File: src/rtl/pzcorebus_membus2csrbus_pkg.sv
// Shared types for the membus-to-csrbus adapter: command/state encodings and split context.
package pzcorebus_membus2csrbus_pkg;

    localparam int PKG_ADDR_WIDTH     = 32;
    localparam int PKG_MEM_DATA_WIDTH = 64;
    localparam int PKG_CSR_DATA_WIDTH = 32;
    localparam int PKG_LENGTH_WIDTH   = 8;
    localparam int PKG_ID_WIDTH       = 8;
    localparam int PKG_RATIO          = PKG_MEM_DATA_WIDTH / PKG_CSR_DATA_WIDTH;
    localparam int PKG_LANE_WIDTH     = (PKG_RATIO > 1) ? $clog2(PKG_RATIO) : 1;

    typedef enum logic [1:0] {
        CMD_READ             = 2'd0,
        CMD_WRITE            = 2'd1,
        CMD_WRITE_NON_POSTED = 2'd2,
        CMD_RESERVED         = 2'd3
    } cmd_type_e;

    typedef enum logic [1:0] {
        IDLE        = 2'd0,
        READ_SPLIT  = 2'd1,
        WRITE_SPLIT = 2'd2
    } split_state_e;

    // One extra bit so a zero length can hold the full 2**LENGTH word count.
    typedef logic [PKG_LENGTH_WIDTH:0] remaining_t;
    typedef logic [PKG_LANE_WIDTH-1:0] lane_t;

    typedef struct packed {
        cmd_type_e                 cmd;
        logic [PKG_ID_WIDTH-1:0]   id;
        logic [PKG_ADDR_WIDTH-1:0] addr;
        remaining_t                remaining;
        lane_t                     lane;
    } split_ctx_t;

    function automatic remaining_t burst_words(input logic [PKG_LENGTH_WIDTH-1:0] length);
        return (length == '0) ? {1'b1, length} : {1'b0, length};
    endfunction

endpackage

File: src/rtl/pzcorebus_membus2csrbus_adapter_lane_select.sv
// Purpose: picks one csr-width word and its byte enables out of a wide membus beat.
// Latency: combinational, zero cycles.
// Backpressure: none; pure datapath, the caller owns the handshake.
module pzcorebus_membus2csrbus_adapter_lane_select #(
    parameter int MEM_DATA_WIDTH = 64,
    parameter int CSR_DATA_WIDTH = 32,
    parameter int LANE_WIDTH     = 1
) (
    input  logic [LANE_WIDTH-1:0]       lane,
    input  logic [MEM_DATA_WIDTH-1:0]   mem_dat,
    input  logic [MEM_DATA_WIDTH/8-1:0] mem_byteen,
    output logic [CSR_DATA_WIDTH-1:0]   csr_dat,
    output logic [CSR_DATA_WIDTH/8-1:0] csr_byteen
);
    localparam int R = MEM_DATA_WIDTH / CSR_DATA_WIDTH;

    always_comb begin
        csr_dat    = '0;
        csr_byteen = '0;
        for (int i = 0; i < R; i++) begin
            if (lane == LANE_WIDTH'(i)) begin
                csr_dat    = mem_dat[i*CSR_DATA_WIDTH +: CSR_DATA_WIDTH];
                csr_byteen = mem_byteen[i*(CSR_DATA_WIDTH/8) +: CSR_DATA_WIDTH/8];
            end
        end
    end

endmodule

File: src/rtl/pzcorebus_membus2csrbus_adapter_request_splitter.sv
// Purpose: splits membus burst commands into single-word csrbus commands tagged with id and last.
// Latency: first csr command valid one cycle after the membus command is accepted.
// Backpressure: csr accept stalls splitting; write beats are consumed only on csr handshakes.
module pzcorebus_membus2csrbus_adapter_request_splitter
    import pzcorebus_membus2csrbus_pkg::*;
#(
    parameter int ADDR_WIDTH     = PKG_ADDR_WIDTH,
    parameter int MEM_DATA_WIDTH = PKG_MEM_DATA_WIDTH,
    parameter int CSR_DATA_WIDTH = PKG_CSR_DATA_WIDTH,
    parameter int LENGTH_WIDTH   = PKG_LENGTH_WIDTH,
    parameter int ID_WIDTH       = PKG_ID_WIDTH
) (
    input  logic                        i_clk,
    input  logic                        i_rst,
    input  logic                        i_mcmd_valid,
    output logic                        o_scmd_accept,
    input  logic [1:0]                  i_mcmd,
    input  logic [ID_WIDTH-1:0]         i_mid,
    input  logic [ADDR_WIDTH-1:0]       i_maddr,
    input  logic [LENGTH_WIDTH-1:0]     i_mlength,
    input  logic                        i_mdata_valid,
    output logic                        o_sdata_accept,
    input  logic [MEM_DATA_WIDTH-1:0]   i_mdata,
    input  logic [MEM_DATA_WIDTH/8-1:0] i_mdata_byteen,
    input  logic                        i_mdata_last,
    output logic                        o_csr_mcmd_valid,
    input  logic                        i_csr_scmd_accept,
    output logic [1:0]                  o_csr_mcmd,
    output logic [ADDR_WIDTH-1:0]       o_csr_maddr,
    output logic [CSR_DATA_WIDTH-1:0]   o_csr_mdata,
    output logic [CSR_DATA_WIDTH/8-1:0] o_csr_mdata_byteen,
    output logic [ID_WIDTH-1:0]         o_csr_mid,
    output logic                        o_csr_last,
    output logic                        o_protocol_error
);
    localparam int    R         = MEM_DATA_WIDTH / CSR_DATA_WIDTH;
    localparam int    BYTE_OFF  = $clog2(CSR_DATA_WIDTH / 8);
    localparam lane_t LAST_LANE = lane_t'(R - 1);

    split_state_e state_q, state_d;
    split_ctx_t   ctx_q, ctx_d;
    logic         error_q, error_d;
    logic         busy, csr_vld, csr_hs, last_word, beat_take;
    logic [CSR_DATA_WIDTH-1:0]   lane_dat;
    logic [CSR_DATA_WIDTH/8-1:0] lane_byteen;

    pzcorebus_membus2csrbus_adapter_lane_select #(
        .MEM_DATA_WIDTH (MEM_DATA_WIDTH),
        .CSR_DATA_WIDTH (CSR_DATA_WIDTH),
        .LANE_WIDTH     (PKG_LANE_WIDTH)
    ) u_lane_select (
        .lane       (ctx_q.lane),
        .mem_dat    (i_mdata),
        .mem_byteen (i_mdata_byteen),
        .csr_dat    (lane_dat),
        .csr_byteen (lane_byteen)
    );

    always_comb begin
        busy      = (state_q != IDLE);
        last_word = busy && (ctx_q.remaining == remaining_t'(1));
        csr_vld   = !i_rst && ((state_q == READ_SPLIT) ||
                               ((state_q == WRITE_SPLIT) && i_mdata_valid));
        csr_hs    = csr_vld && i_csr_scmd_accept;
        // A beat retires after its top lane, or early when the burst ends mid-beat.
        beat_take = csr_hs && (state_q == WRITE_SPLIT) &&
                    ((ctx_q.lane == LAST_LANE) || last_word);

        state_d = state_q;
        ctx_d   = ctx_q;
        error_d = 1'b0;

        case (state_q)
            IDLE: begin
                if (i_mcmd_valid && !i_rst) begin
                    ctx_d.cmd       = cmd_type_e'(i_mcmd);
                    ctx_d.id        = i_mid;
                    ctx_d.addr      = i_maddr;
                    ctx_d.remaining = burst_words(i_mlength);
                    ctx_d.lane      = (R > 1) ? i_maddr[BYTE_OFF +: PKG_LANE_WIDTH] : '0;
                    case (cmd_type_e'(i_mcmd))
                        CMD_READ:                        state_d = READ_SPLIT;
                        CMD_WRITE, CMD_WRITE_NON_POSTED: state_d = WRITE_SPLIT;
                        default:                         error_d = 1'b1;
                    endcase
                end
            end
            default: begin
                if (csr_hs) begin
                    ctx_d.addr      = ctx_q.addr + ADDR_WIDTH'(CSR_DATA_WIDTH / 8);
                    ctx_d.remaining = ctx_q.remaining - remaining_t'(1);
                    ctx_d.lane      = (ctx_q.lane == LAST_LANE) ? '0 : ctx_q.lane + lane_t'(1);
                    if (last_word) begin
                        state_d = IDLE;
                    end
                end
            end
        endcase

        // Beat framing disagrees with the command length; keep splitting regardless.
        if (beat_take && (i_mdata_last != last_word)) begin
            error_d = 1'b1;
        end
    end

    always_ff @(posedge i_clk) begin
        if (i_rst) begin
            state_q <= IDLE;
            ctx_q   <= '0;
            error_q <= 1'b0;
        end else begin
            state_q <= state_d;
            ctx_q   <= ctx_d;
            error_q <= error_d;
        end
    end

    assign o_scmd_accept      = !i_rst && (state_q == IDLE);
    assign o_sdata_accept     = beat_take;
    assign o_csr_mcmd_valid   = csr_vld;
    assign o_csr_mcmd         = busy ? ctx_q.cmd  : CMD_READ;
    assign o_csr_maddr        = busy ? ctx_q.addr : '0;
    assign o_csr_mid          = busy ? ctx_q.id   : '0;
    assign o_csr_last         = last_word;
    assign o_csr_mdata        = (state_q == WRITE_SPLIT) ? lane_dat    : '0;
    assign o_csr_mdata_byteen = (state_q == WRITE_SPLIT) ? lane_byteen : '0;
    assign o_protocol_error   = error_q;

endmodule

File: config.mk
export PLATFORM = sky130hd
export DESIGN_NAME = pzcorebus_membus2csrbus_adapter_request_splitter
export DESIGN_NICKNAME = d
export VERILOG_FILES = /design/src/rtl/pzcorebus_membus2csrbus_pkg.sv /design/src/rtl/pzcorebus_membus2csrbus_adapter_lane_select.sv /design/src/rtl/pzcorebus_membus2csrbus_adapter_request_splitter.sv
export SDC_FILE = /design/constraint.sdc
export NUM_CORES = 1
export LEC_CHECK = 0
export CAP_MARGIN = 10
export CELL_PAD_IN_SITES_DETAIL_PLACEMENT = 1
export CELL_PAD_IN_SITES_GLOBAL_PLACEMENT = 1
export CORE_MARGIN = 8
export CORE_UTILIZATION = 25
export CTS_CLUSTER_SIZE = 16
export DETAILED_ROUTE_END_ITERATION = 12
export PLACE_DENSITY = 0.85
export SYNTH_ARGS = -nofsm -noshare
export SYNTH_HDL_FRONTEND = slang
export SYNTH_SLANG_ARGS = --single-unit
File: constraint.sdc
create_clock -name i_clk -period 1.7 [get_ports i_clk]
set_input_delay 0.34 -clock i_clk [delete_from_list [all_inputs] [get_ports i_clk]]
set_output_delay 0.34 -clock i_clk [all_outputs]
set_load 0.02 [all_outputs]
==> metrics.md, run 1 <==
| Metric | Value |
|---|---|
| Number of max-slew violations in the final report | `0` |
| Synth Flop Type | `dfxtp_1` |
| Combinational cell fraction of total power | `0.530` |
| Pwr Total | `5.759 mW` |
| Filler Cell Count | `1,721` |
| Detailed Route Iter0 Violations | `about 290` |
| Relative max-transition margin | `0.5757` |
| Number of CTS-inserted buffers | `5` |
| Run status | `finished with violations` |
| Clock tree from TritonCTS | `yes` |
| Origin of the critical flop-to-flop path | `state_q[1]` |
| Reg clk slew, reported paths | `about 80 ps` |
| Final #Nets | `1,023` |
| Path type of the worst setup path | `reg -> reg` |
| Worst setup margin | `-302.4 ps` |
| Path class of the lowest-slack min-delay path | `reg -> reg` |
| Netlist Area Pre-Place | `between 0.004 and 0.005 mm2` |
| Maximum fanout encountered on the critical timing path | `26` |
| Post-synthesis cell type with the largest combined area | `dfxtp_1` |
| Post-route ant nets | `0` |
| Async set or reset register ratio after synthesis | `0` |
| Power per Cell Area | `605.5 mW/mm2` |
| Fraction of synthesized cell area taken by the top area cell type | `0.2689` |
| Net load switching power | `2.133 mW` |
| Count of endpoints failing hold in the final timing report | `0` |
| Placement-stage worst setup slack | `-644.8 ps` |
| Proportion of layout cells with a drive suffix above 1 | `0.5163` |
| Final Critical Period | `between 2000 and 2500 ps` |
| Clock Tree Root | `clkbuf_16` |
| Num rows | `46` |
| R2r worst-path depth | `7` |
| Number of cells traversed by the worst hold path | `2` |
| Wire length of the first global-routing pass | `32,110 um` |
| Synth Net Count | `687` |
| I/O pin total | `211` |
| Max Cap Viol | `0` |
| Element type at the critical path end | `flop` |
| Total number of yosys warnings | `0` |
| HPWL after detailed placement | `~16,000 um` |
| Upper clock frequency limit | `0.4994 GHz` |
| Count of state elements after synthesis | `55` |
| Mapped Cells | `554` |
| Number of remaining DRC errors | `0` |
| Wirelength per Cell | `25.53 um` |
| Total detailed-routing wirelength | `28,260 um` |
| Max IR drop VDD | `0.4326 mV` |
| Number of diodes added for antenna fixing | `0` |
| Total grt overflow | `0` |
| Arrival time reported for the critical path endpoint | `2170 ps` |
| Critical path data required time | `1860 ps` |
| Number of vias per cell | `approximately 5.4` |
| H-Tree Level Count | `2` |
| Crit share post-route | `1.178` |
| Number of enable flip-flop cells after synthesis | `0` |
| Part of the Yosys area used for sequential elements | `0.2689` |
| Worst min-delay path endpoint | `ctx_q[44]` |
| Die height | `144.0 um` |
| Maximum count of clock buffers along a single path | `2` |
| Core area | `roughly 0.016 mm2` |
| Final clock skew | `roughly 6.7 ps` |
| Starting Density | `0.2569` |
| Initial antenna violation count | `0` |
| Full die area | `0.02073 mm2` |
| Sw Ratio | `0.3703` |
| Unrepaired setup endpoints after global routing | `true` |
| Vias after detailed routing | `5,961` |
| Largest net degree at the start of global routing | `44` |
| Top post-synthesis cells by count | `nor2_1 (71), dfxtp_1 (55), nand2_1 (54)` |
| CTS sink cnt | `55` |
| Power share of the sequential group | `0.269` |
| Reg2reg end | `ctx_q[32]` |
| Count of input and output buffers | `210` |
| Slew at the pin closest to its max-slew limit | `636.5 ps` |
| Part of the power in the clock network | `0.201` |
| Cell types with the largest area share after synthesis | `dfxtp_1 (27%), mux2i_1 (10%), nor2_1 (6.5%)` |
| Distinct cell type count after synthesis | `63` |
| Aggregate global-route resource usage | `0.1982` |
| Reg2Reg Setup Slack | `-300 ps` |
| Final GP Congestion | `0.7958` |
| Number of global-route vias before repair | `5,941` |
| Violated checks | `setup timing` |
| Hold wc startpoint | `ctx_q[44]` |
| Clock latency reported for the late side of the worst-skew pair | `320 ps` |
| Per-instance average area after synthesis | `7.392 um2` |
| Die width | `144.0 um` |
| Most numerous cell in the Yosys netlist | `nor2_1` |
| LEAKAGE | `3.814 nW` |
| Area grow syn2layout | `132.3%` |
| Length of the first detailed-routing pass in iterations | `4` |
| Kind of launch point of the worst setup path | `flop` |
| Internal power consumption | `around 3.6 mW` |
| # setup viols final | `130` |
==> metal layers <==
layer,track usage,vias to the layer above,part of all wire
met5,0,-,0
met1,0.2157,2977,0.35
met2,0.3561,268,0.54
li1,-,2658,-
met4,0.05700,0,0.031
met3,0.06792,58,0.078
==> cell usage in the layout (no fill, tap or decap), drive strengths merged, types with 7 or more instances in the layout <==
| cell | Yosys | final |
|---|---|---|
| a211oi | 11 | 11 |
| a21oi | 35 | 35 |
| a31oi | 7 | 7 |
| and2 | 41 | 41 |
| buf | 16 | 232 |
| clkbuf | 30 | 22 |
| clkdlybuf4s50 | 0 | 125 |
| dfxtp | 55 | 55 |
| inv | 8 | 8 |
| mux2i | 41 | 41 |
| nand2 | 56 | 56 |
| nand2b | 13 | 13 |
| nand3 | 15 | 15 |
| nand4 | 11 | 11 |
| nor2 | 71 | 71 |
| nor3 | 12 | 12 |
| o21ai | 41 | 41 |
| o22ai | 7 | 7 |
| o31ai | 8 | 8 |
==> power by group through the flow <==
stage | Sequential, mW | Clock (mW) | Combinational, mW
floorplan | 1.53 | 0 | 0.852
global placement | 1.52 | 0 | 1.79
finish | 1.55 | 1.16 | 3.05
global route | 1.56 | 1.23 | 3.18
CTS | 1.51 | 1.17 | 2.06
detailed placement | 1.53 | 0 | 1.84
==> state kept, by name, summed over array words and instances (netlist names) <==
signal,flops
state_q,2
o_protocol_error,1
ctx_q,52
==> worst max path at each step <==
stage | startpoint | end
6_report | state_q[1] | ctx_q[32]
5_1_grt | state_q[1] | ctx_q[32]
4_1_cts | state_q[0] | o_csr_mcmd[0]
3_5_place_dp | i_csr_scmd_accept | ctx_q[29]
3_3_place_gp | i_mdata_valid | o_sdata_accept
2_1_floorplan | state_q[1] | o_sdata_accept
==> stage by stage <==
stage               instance area, um2  setup TNS, ps  utilization  hold WS (ps)  cells
finish                            9512         -15840       0.5966         471.7   1107
global route                      9512         -20700       0.5966         490.1   1107
detailed placement                7029         -41410       0.4409         463.3   1020
CTS                               7492         -10570       0.4699         480.6   1054
global placement                  7029         -34650       0.4409         454.8   1020
floorplan                         4118          -1380            -         444.8    554
==> logic make-up (layout without fill, tap and decap cells) <==
family,after synthesis,count (layout),synth area share
DFF,55,55,0.2689
adders and majority gates,5,5,0.01528
xor gates and xnor gates,1,1,0.002139
muxes,42,42,0.1030
and+or+nand+nor,250,250,0.3226
buffers and inverters,54,391,0.05438
AOI/OAI and AO/OA,147,147,0.2337
==> area by class of cell <==
class | instances | area [um2] | share of cell area
tap | 216 | 270.3 | 0.02841
clock inverter | 1 | 8.758 | 0.0009208
sequential | 55 | 1129 | 0.1187
multi-input combinational | 445 | 3840 | 0.4037
inverter | 8 | 30.03 | 0.003157
clock buffer | 7 | 142.6 | 0.01500
timing repair buffer | 375 | 4091 | 0.4301
==> worst max-delay path, cell delays in order, from the launching register on <==
cell and delay [ps]:
dfxtp_4 370, or2_4 320, buf_12 190, and2_4 190, buf_6 120, a31oi_1 130, nor2_1 60, nor4_1 460
==> what timing repair did <==
item | 4_1_cts | 5_1_grt
gates cloned | 4 | 18
setup buffers | 22 | 35
gates resized for setup | 458 | 347
endpoints found under the setup margin | 132 | 131
pin swaps | 18 | 69
hold buffers | 0 | 0
(Power assumes the default switching activity.)
==> run 2: changes to the inputs <==
--- a/config.mk
+++ b/config.mk
@@ -8,6 +8,7 @@
 export CAP_MARGIN = 10
 export CELL_PAD_IN_SITES_DETAIL_PLACEMENT = 1
 export CELL_PAD_IN_SITES_GLOBAL_PLACEMENT = 1
+export CORE_ASPECT_RATIO = 1.4
 export CORE_MARGIN = 8
 export CORE_UTILIZATION = 25
 export CTS_CLUSTER_SIZE = 16
==> run 2 against run 1 <==
Maximum frequency increased by 10%. First-iteration DRC count increased by 3.8%. The run still ends with setup timing left. Flip-flop and latch count unchanged. Register-to-register slack improved by 180 ps. Highest routed layer unchanged. Critical endpoint is now ctx_q[30]. Critical path type unchanged. Largest cell class is now multi-input combinational cells.
==> metrics.md, run 2 (synthesized netlist as in run 1, its figures left out) <==
| Metric | Value |
|---|---|
| Aggregate global-route resource usage | `0.1974 (was 0.1982)` |
| Most flops, register | `ctx_q (unchanged)` |
| Hold bufs inserted after CTS | `0 (unchanged)` |
| I/O pin total | `211 (unchanged)` |
| Kind of launch point of the worst setup path | `flop (unchanged)` |
| Count of endpoints failing hold in the final timing report | `0 (unchanged)` |
| Element type at the critical path end | `flop (unchanged)` |
| Master of the slowest instance on the critical path | `dfxtp_2 (was nor4_1)` |
| Most frequent cells in the layout | `clkdlybuf4s50_1 (125), buf_4 (110), nand2_1 (51), buf_6 (49), nor2_1 (45) (was clkdlybuf4s50_1 (125), buf_4 (100), buf_6 (89), nand2_1 (42), dfxtp_1 (41))` |
| Total detailed-routing wirelength | `21,840 um (was 28,260 um)` |
| Max IR drop VDD | `0.5322 mV (was 0.4326 mV)` |
| Slew at the pin closest to its max-slew limit | `537.8 ps (was 636.5 ps)` |
| Num rows | `55 (was 46)` |
| H-Tree Level Count | `2 (unchanged)` |
| Reg clk slew, reported paths | `90 ps (was 80 ps)` |
| Crit share post-route | `1.069 (was 1.178)` |
| Full die area | `0.02079 mm2 (was 0.02073 mm2)` |
| Number of CTS-inserted buffers | `5 (unchanged)` |
| Detailed Route Iter0 Violations | `297 (was 286)` |
| Final Critical Period | `1818 ps (was 2002 ps)` |
| Total grt overflow | `0 (unchanged)` |
| Critical-path cell list | `buf_6, and4bb_2, buf_6, a22oi_2, buf_6, buf_12, a21oi_1, o31a_1, o31ai_1 (was or2_4, buf_12, and2_4, buf_6, a31oi_1, nor2_1, nor4_1)` |
| Path type of the worst setup path | `reg -> reg (unchanged)` |
| Minimum hold slack | `476.1 ps (was 471.7 ps)` |
| Top Family by Delay on Critical Path | `buffers and inverters (was simple AND/OR/NAND/NOR gates)` |
| HPWL after detailed placement | `15,220 um (was 15,540 um)` |
| Filler Cell Count | `1,898 (was 1,721)` |
| Wirelength per Cell | `20.96 um (was 25.53 um)` |
| Dpl cells | `1,007 (was 1,020)` |
| Worst setup margin | `-117.8 ps (was -302.4 ps)` |
| Violated checks | `setup timing (unchanged)` |
| Number of global-route vias before repair | `5,953 (was 5,941)` |
| LEAKAGE | `3.219 nW (was 3.814 nW)` |
| Clock Tree Root | `clkbuf_16 (unchanged)` |
| Power per Cell Area | `634.4 mW/mm2 (was 605.5 mW/mm2)` |
| Placement-stage worst setup slack | `-572.8 ps (was -644.8 ps)` |
| Relative max-transition margin | `0.6415 (was 0.5757)` |
| Initial antenna violation count | `2 (was 0)` |
| Arrival time reported for the critical path endpoint | `2040 ps (was 2170 ps)` |
| Post-route insts no fill | `1,042 (was 1,107)` |
| Starting Density | `0.2543 (was 0.2569)` |
| Count of buffer and inverter cells on the critical path | `4 (was 2)` |
| Most common cell after layout, fill and taps aside | `clkdlybuf4s50_1 (unchanged)` |
| Core area | `0.01610 mm2 (was 0.01594 mm2)` |
| Number of max-slew violations in the final report | `0 (unchanged)` |
| Final GP Congestion | `0.8182 (was 0.7958)` |
| Count of input and output buffers | `210 (unchanged)` |
| Final #Nets | `973 (was 1,023)` |
| Maximum count of clock buffers along a single path | `2 (unchanged)` |
| CTS sink cnt | `55 (unchanged)` |
| Area grow syn2layout | `92.03% (was 132.3%)` |
| Wire length of the first global-routing pass | `32,820 um (was 32,110 um)` |
| Critical path data required time | `1920 ps (was 1860 ps)` |
| Die width | `124.2 um (was 144.0 um)` |
| Area of the multi-input gates | `0.003194 mm2 (was 0.003840 mm2)` |
| Upper clock frequency limit | `0.5501 GHz (was 0.4994 GHz)` |
| Largest register FFs | `52 (unchanged)` |
| Length of the first detailed-routing pass in iterations | `7 (was 4)` |
| Pwr Total | `4.989 mW (was 5.759 mW)` |
| Path class of the lowest-slack min-delay path | `reg -> reg (unchanged)` |
| # setup viols final | `98 (was 130)` |
| Largest net degree at the start of global routing | `44 (unchanged)` |
| Final clock skew | `16.99 ps (was 6.672 ps)` |
| Number of remaining DRC errors | `0 (unchanged)` |
| FF/Latch Area | `0.001126 mm2 (was 0.001129 mm2)` |
| Run status | `finished with violations (unchanged)` |
| Maximum fanout encountered on the critical timing path | `7 (was 26)` |
| Number of vias per cell | `5.244 (was 5.385)` |
| Post-route ant nets | `0 (unchanged)` |
| Proportion of layout cells with a drive suffix above 1 | `0.3793 (was 0.5163)` |
| Vias after detailed routing | `5,464 (was 5,961)` |
| Unrepaired setup endpoints after global routing | `true (unchanged)` |
| Cell mode on critical path | `buf_6` |
| Clock tree from TritonCTS | `yes (unchanged)` |
| Post-route core utilization | `0.4883 (was 0.5966)` |
| Die height | `167.4 um (was 144.0 um)` |
| Max Cap Viol | `0 (unchanged)` |
| Critical Path Max Stage Delay | `380 ps (was 460 ps)` |
| Clock latency reported for the late side of the worst-skew pair | `300 ps (was 320 ps)` |
[run 2: changes by cell type in the layout (fill, tap and decap cells not counted), moves of 11 or more]
cell | previous run | this run
o21ai_1 | 17 | 6
clkbuf_16 | 20 | 7
a21oi_2 | 15 | 3
nor2_4 | 30 | 11
buf_6 | 89 | 49
and2_1 | 12 | 27
mux2i_1 | 11 | 31
o21ai_0 | 10 | 32
and2_4 | 29 | 14
nor2_1 | 34 | 45
mux2i_4 | 20 | 6
a21oi_1 | 14 | 32
[run 2: worst register-to-register path: stages, from the launching register on]
cell and delay [ps]:
dfxtp_2 380, buf_6 140, and4bb_2 250, buf_6 130, a22oi_2 170, buf_6 180, buf_12 140, a21oi_1 50
o31a_1 100, o31ai_1 230
[run 2: routing by layer]
layer	wire [um]	GRT usage	vias to the layer above
met5	0	0	-
met4	572	0.06334	0
met3	1515	0.05722	39
met2	11840	0.3637	197
met1	7910	0.2051	2657
li1	-	-	2571
[run 2: power breakdown]
group | total, mW | switching, mW | internal (mW)
logic | 2.17 | 1.06 | 1.11
registers | 1.53 | 0.112 | 1.42
clock network | 1.29 | 0.543 | 0.744
[run 2: path summary, 6_finish.rpt]
kind | startpoint | depth (start not counted) | slack, ps | endpoint
worst max-delay path | state_q[0] | 9 | -120 | ctx_q[30]
worst min-delay path | ctx_q[42] | 2 | 480 | ctx_q[42]
worst max register to register | state_q[0] | 9 | -120 | ctx_q[30]
worst min register to register | ctx_q[42] | 2 | 480 | ctx_q[42]
[run 2: cell type report]
type / count / area share
Multi-Input combinational cell: 445 / 0.4062
Timing Repair Buffer: 325 / 0.3919
Sequential cell: 55 / 0.1432
Tap cell: 199 / 0.03166
Clock buffer: 6 / 0.01766
Clock inverter: 2 / 0.004932
Inverter: 8 / 0.003819
Antenna cell: 2 / 0.0006364
[run 2: timing repair]
| item | CTS | global route |
|---|---|---|
| resized for setup | 479 | 89 |
| buffers inserted | 14 | 7 |
| endpoints found under the setup margin | 134 | 131 |
| pin swaps | 26 | 16 |
| gates cloned | 2 | 2 |
[run 2: per-stage QoR]
| stage | area (um2) | TNS (ps) |
|---|---|---|
| after global placement | 7036 | -32960 |
| after floorplan | 4118 | -1380 |
| final | 7864 | -4339 |
| after detailed placement | 7036 | -38200 |
| after global routing | 7864 | -9101 |
| after CTS | 7463 | -2878 |
==> run 3: changes to the inputs <==
--- a/config.mk
+++ b/config.mk
@@ -8,7 +8,7 @@
 export CAP_MARGIN = 10
 export CELL_PAD_IN_SITES_DETAIL_PLACEMENT = 1
 export CELL_PAD_IN_SITES_GLOBAL_PLACEMENT = 1
-export CORE_ASPECT_RATIO = 1.4
+export CORE_ASPECT_RATIO = 1.1
 export CORE_MARGIN = 8
 export CORE_UTILIZATION = 25
 export CTS_CLUSTER_SIZE = 16
==> run 3 against run 2 <==
Global-route usage rose by 0.62 points. Cell area grew 24%. The run still ends with setup timing left. First-iteration DRC count is 9.1% lower. Sequential power about the same. Clock skew shrank 4.6 ps. Worst hold slack worse by 5.3 ps. Non-clock buffer count grew 75. Combinational power rose by 45%.
==> metrics.md, run 3 (synthesized netlist as in run 1, its figures left out) <==
| Metric | Value |
|---|---|
| Proportion of layout cells with a drive suffix above 1 | `0.5371 (was 0.3793)` |
| Number of CTS-inserted buffers | `5 (unchanged)` |
| Worst setup margin | `-304.7 ps (was -117.8 ps)` |
| Number of vias per cell | `5.350 (was 5.244)` |
| Maximum count of clock buffers along a single path | `2 (unchanged)` |
| Most common cell after layout, fill and taps aside | `clkdlybuf4s50_1 (unchanged)` |
| Wire length of the first global-routing pass | `34,060 um (was 32,820 um)` |
| Run status | `finished with violations (unchanged)` |
| CTS sink cnt | `55 (unchanged)` |
| Detailed Route Iter0 Violations | `270 (was 297)` |
| Path class of the lowest-slack min-delay path | `reg -> reg (unchanged)` |
| Placement-stage worst setup slack | `-578.0 ps (was -572.8 ps)` |
| Total detailed-routing wirelength | `27,700 um (was 21,840 um)` |
| Clock latency reported for the late side of the worst-skew pair | `310 ps (was 300 ps)` |
| Kind of launch point of the worst setup path | `flop (unchanged)` |
| Number of max-slew violations in the final report | `0 (unchanged)` |
| Most frequent cells in the layout | `clkdlybuf4s50_1 (126), buf_4 (122), buf_6 (104), nand2_1 (38), and2_4 (35) (was clkdlybuf4s50_1 (125), buf_4 (110), nand2_1 (51), buf_6 (49), nor2_1 (45))` |
| Upper clock frequency limit | `0.4988 GHz (was 0.5501 GHz)` |
| Final #Nets | `1,048 (was 973)` |
| Violated checks | `setup timing (unchanged)` |
| Clock tree from TritonCTS | `yes (unchanged)` |
| Num rows | `49 (was 55)` |
| Area of the multi-input gates | `0.003834 mm2 (was 0.003194 mm2)` |
| Crit share post-route | `1.179 (was 1.069)` |
| Largest net degree at the start of global routing | `44 (unchanged)` |
| Pwr Total | `6.009 mW (was 4.989 mW)` |
| I/O pin total | `211 (unchanged)` |
| Unrepaired setup endpoints after global routing | `true (unchanged)` |
| Length of the first detailed-routing pass in iterations | `4 (was 7)` |
| Die width | `138.0 um (was 124.2 um)` |
| HPWL after detailed placement | `14,780 um (was 15,220 um)` |
| Aggregate global-route resource usage | `0.2036 (was 0.1974)` |
| Reg clk slew, reported paths | `90 ps (about the same)` |
| Max Cap Viol | `0 (unchanged)` |
| Final clock skew | `12.40 ps (was 16.99 ps)` |
| Area grow syn2layout | `138.0% (was 92.03%)` |
| Starting Density | `0.2530 (was 0.2543)` |
| H-Tree Level Count | `2 (unchanged)` |
| Path type of the worst setup path | `reg -> reg (unchanged)` |
| Total grt overflow | `0 (unchanged)` |
| Max IR drop VDD | `0.4678 mV (was 0.5322 mV)` |
| Clock Tree Root | `clkbuf_16 (unchanged)` |
| Core area | `0.01619 mm2 (was 0.01610 mm2)` |
| Relative max-transition margin | `0.5961 (was 0.6415)` |
| Power per Cell Area | `616.5 mW/mm2 (was 634.4 mW/mm2)` |
| # setup viols final | `133 (was 98)` |
| Post-route ant nets | `0 (unchanged)` |
| Wirelength per Cell | `24.71 um (was 20.96 um)` |
| Slew at the pin closest to its max-slew limit | `605.8 ps (was 537.8 ps)` |
| Count of endpoints failing hold in the final timing report | `0 (unchanged)` |
| Filler Cell Count | `1,746 (was 1,898)` |
| Element type at the critical path end | `flop (unchanged)` |
| Final Critical Period | `2005 ps (was 1818 ps)` |
| Maximum fanout encountered on the critical timing path | `17 (was 7)` |
| Most flops, register | `ctx_q (unchanged)` |
| Largest register FFs | `52 (unchanged)` |
| LEAKAGE | `3.948 nW (was 3.219 nW)` |
| Critical path data required time | `1880 ps (was 1920 ps)` |
| Number of remaining DRC errors | `0 (unchanged)` |
| Full die area | `0.02074 mm2 (was 0.02079 mm2)` |
| FF/Latch Area | `0.001135 mm2 (was 0.001126 mm2)` |
| Arrival time reported for the critical path endpoint | `2180 ps (was 2040 ps)` |
| Count of input and output buffers | `210 (unchanged)` |
| Final GP Congestion | `0.8119 (was 0.8182)` |
| Initial antenna violation count | `0 (was 2)` |
| Die height | `150.2 um (was 167.4 um)` |
| Vias after detailed routing | `5,997 (was 5,464)` |
| Number of global-route vias before repair | `6,137 (was 5,953)` |
run 3: changes by cell type in the layout (fill, tap and decap cells not counted), moves of 16 or more:
| cell | before | now |
|---|---|---|
| nor2_4 | 11 | 29 |
| buf_6 | 49 | 104 |
| mux2i_4 | 6 | 25 |
| buf_2 | 22 | 6 |
| and2_4 | 14 | 35 |
| and2_1 | 27 | 6 |
| o21ai_0 | 32 | 13 |
| mux2i_1 | 31 | 9 |
run 3: final timing paths:
| kind | from | endpoint | slack, ps | cells past startpoint |
|---|---|---|---|---|
| worst max-delay path | state_q[0] | ctx_q[24] | -300 | 9 |
| worst max register to register | state_q[0] | ctx_q[24] | -300 | 9 |
| worst min-delay path | ctx_q[47] | ctx_q[47] | 470 | 2 |
| worst min register to register | ctx_q[47] | ctx_q[47] | 470 | 2 |
run 3: routing by layer:
layer	vias to the layer above	global-route usage	wire length (um)
li1	2730	-	-
met1	2966	0.2183	10130
met2	239	0.3768	14980
met3	62	0.06435	1751
met4	0	0.05818	836
met5	-	0	0
run 3: timing repair:
action,CTS,global route
hold buffers,0,0
buffers inserted,32,43
pin swaps,43,70
endpoints found under the setup margin,136,135
endpoints found under the hold margin,0,0
gates resized for setup,567,270
gates cloned,12,11
run 3: per-stage QoR:
step,utilization,cells,hold WS (ps),instance area (um2),setup TNS [ps]
6_report,0.6022,1121,470.8,9747,-15920
5_1_grt,0.6020,1120,502.5,9744,-23500
4_1_cts,0.5091,1071,467.3,8240,-8357
3_5_place_dp,0.4385,1020,464.3,7097,-40440
3_3_place_gp,0.4385,1020,454.1,7097,-36570
2_1_floorplan,-,554,444.8,4118,-1380
run 3: cell type report:
type                    instances  area share
diodes                          1   0.0002567
clock buffers                   6     0.01425
clock inverters                 2    0.003979
inverters                       8    0.003081
multi-input cells             445      0.3933
flip-flops and latches         55      0.1164
well taps                     204     0.02619
repair buffers                400      0.4425
run 3: critical path: stages, from the launching register on:
cell and delay [ps]:
dfxtp_2 340, buf_6 100, buf_6 100, and4bb_2 240, buf_6 120, a22oi_2 220, buf_4 160, buf_12 150
nor4_2 70, nor4_1 350
run 3: report_power, final:
| group | total [mW] | switching (mW) | internal, mW |
|---|---|---|---|
| Clock | 1.32 | 0.575 | 0.745 |
| Combinational | 3.14 | 1.45 | 1.69 |
| Sequential | 1.55 | 0.133 | 1.42 |
| Total | 6.01 | 2.15 | 3.86 |
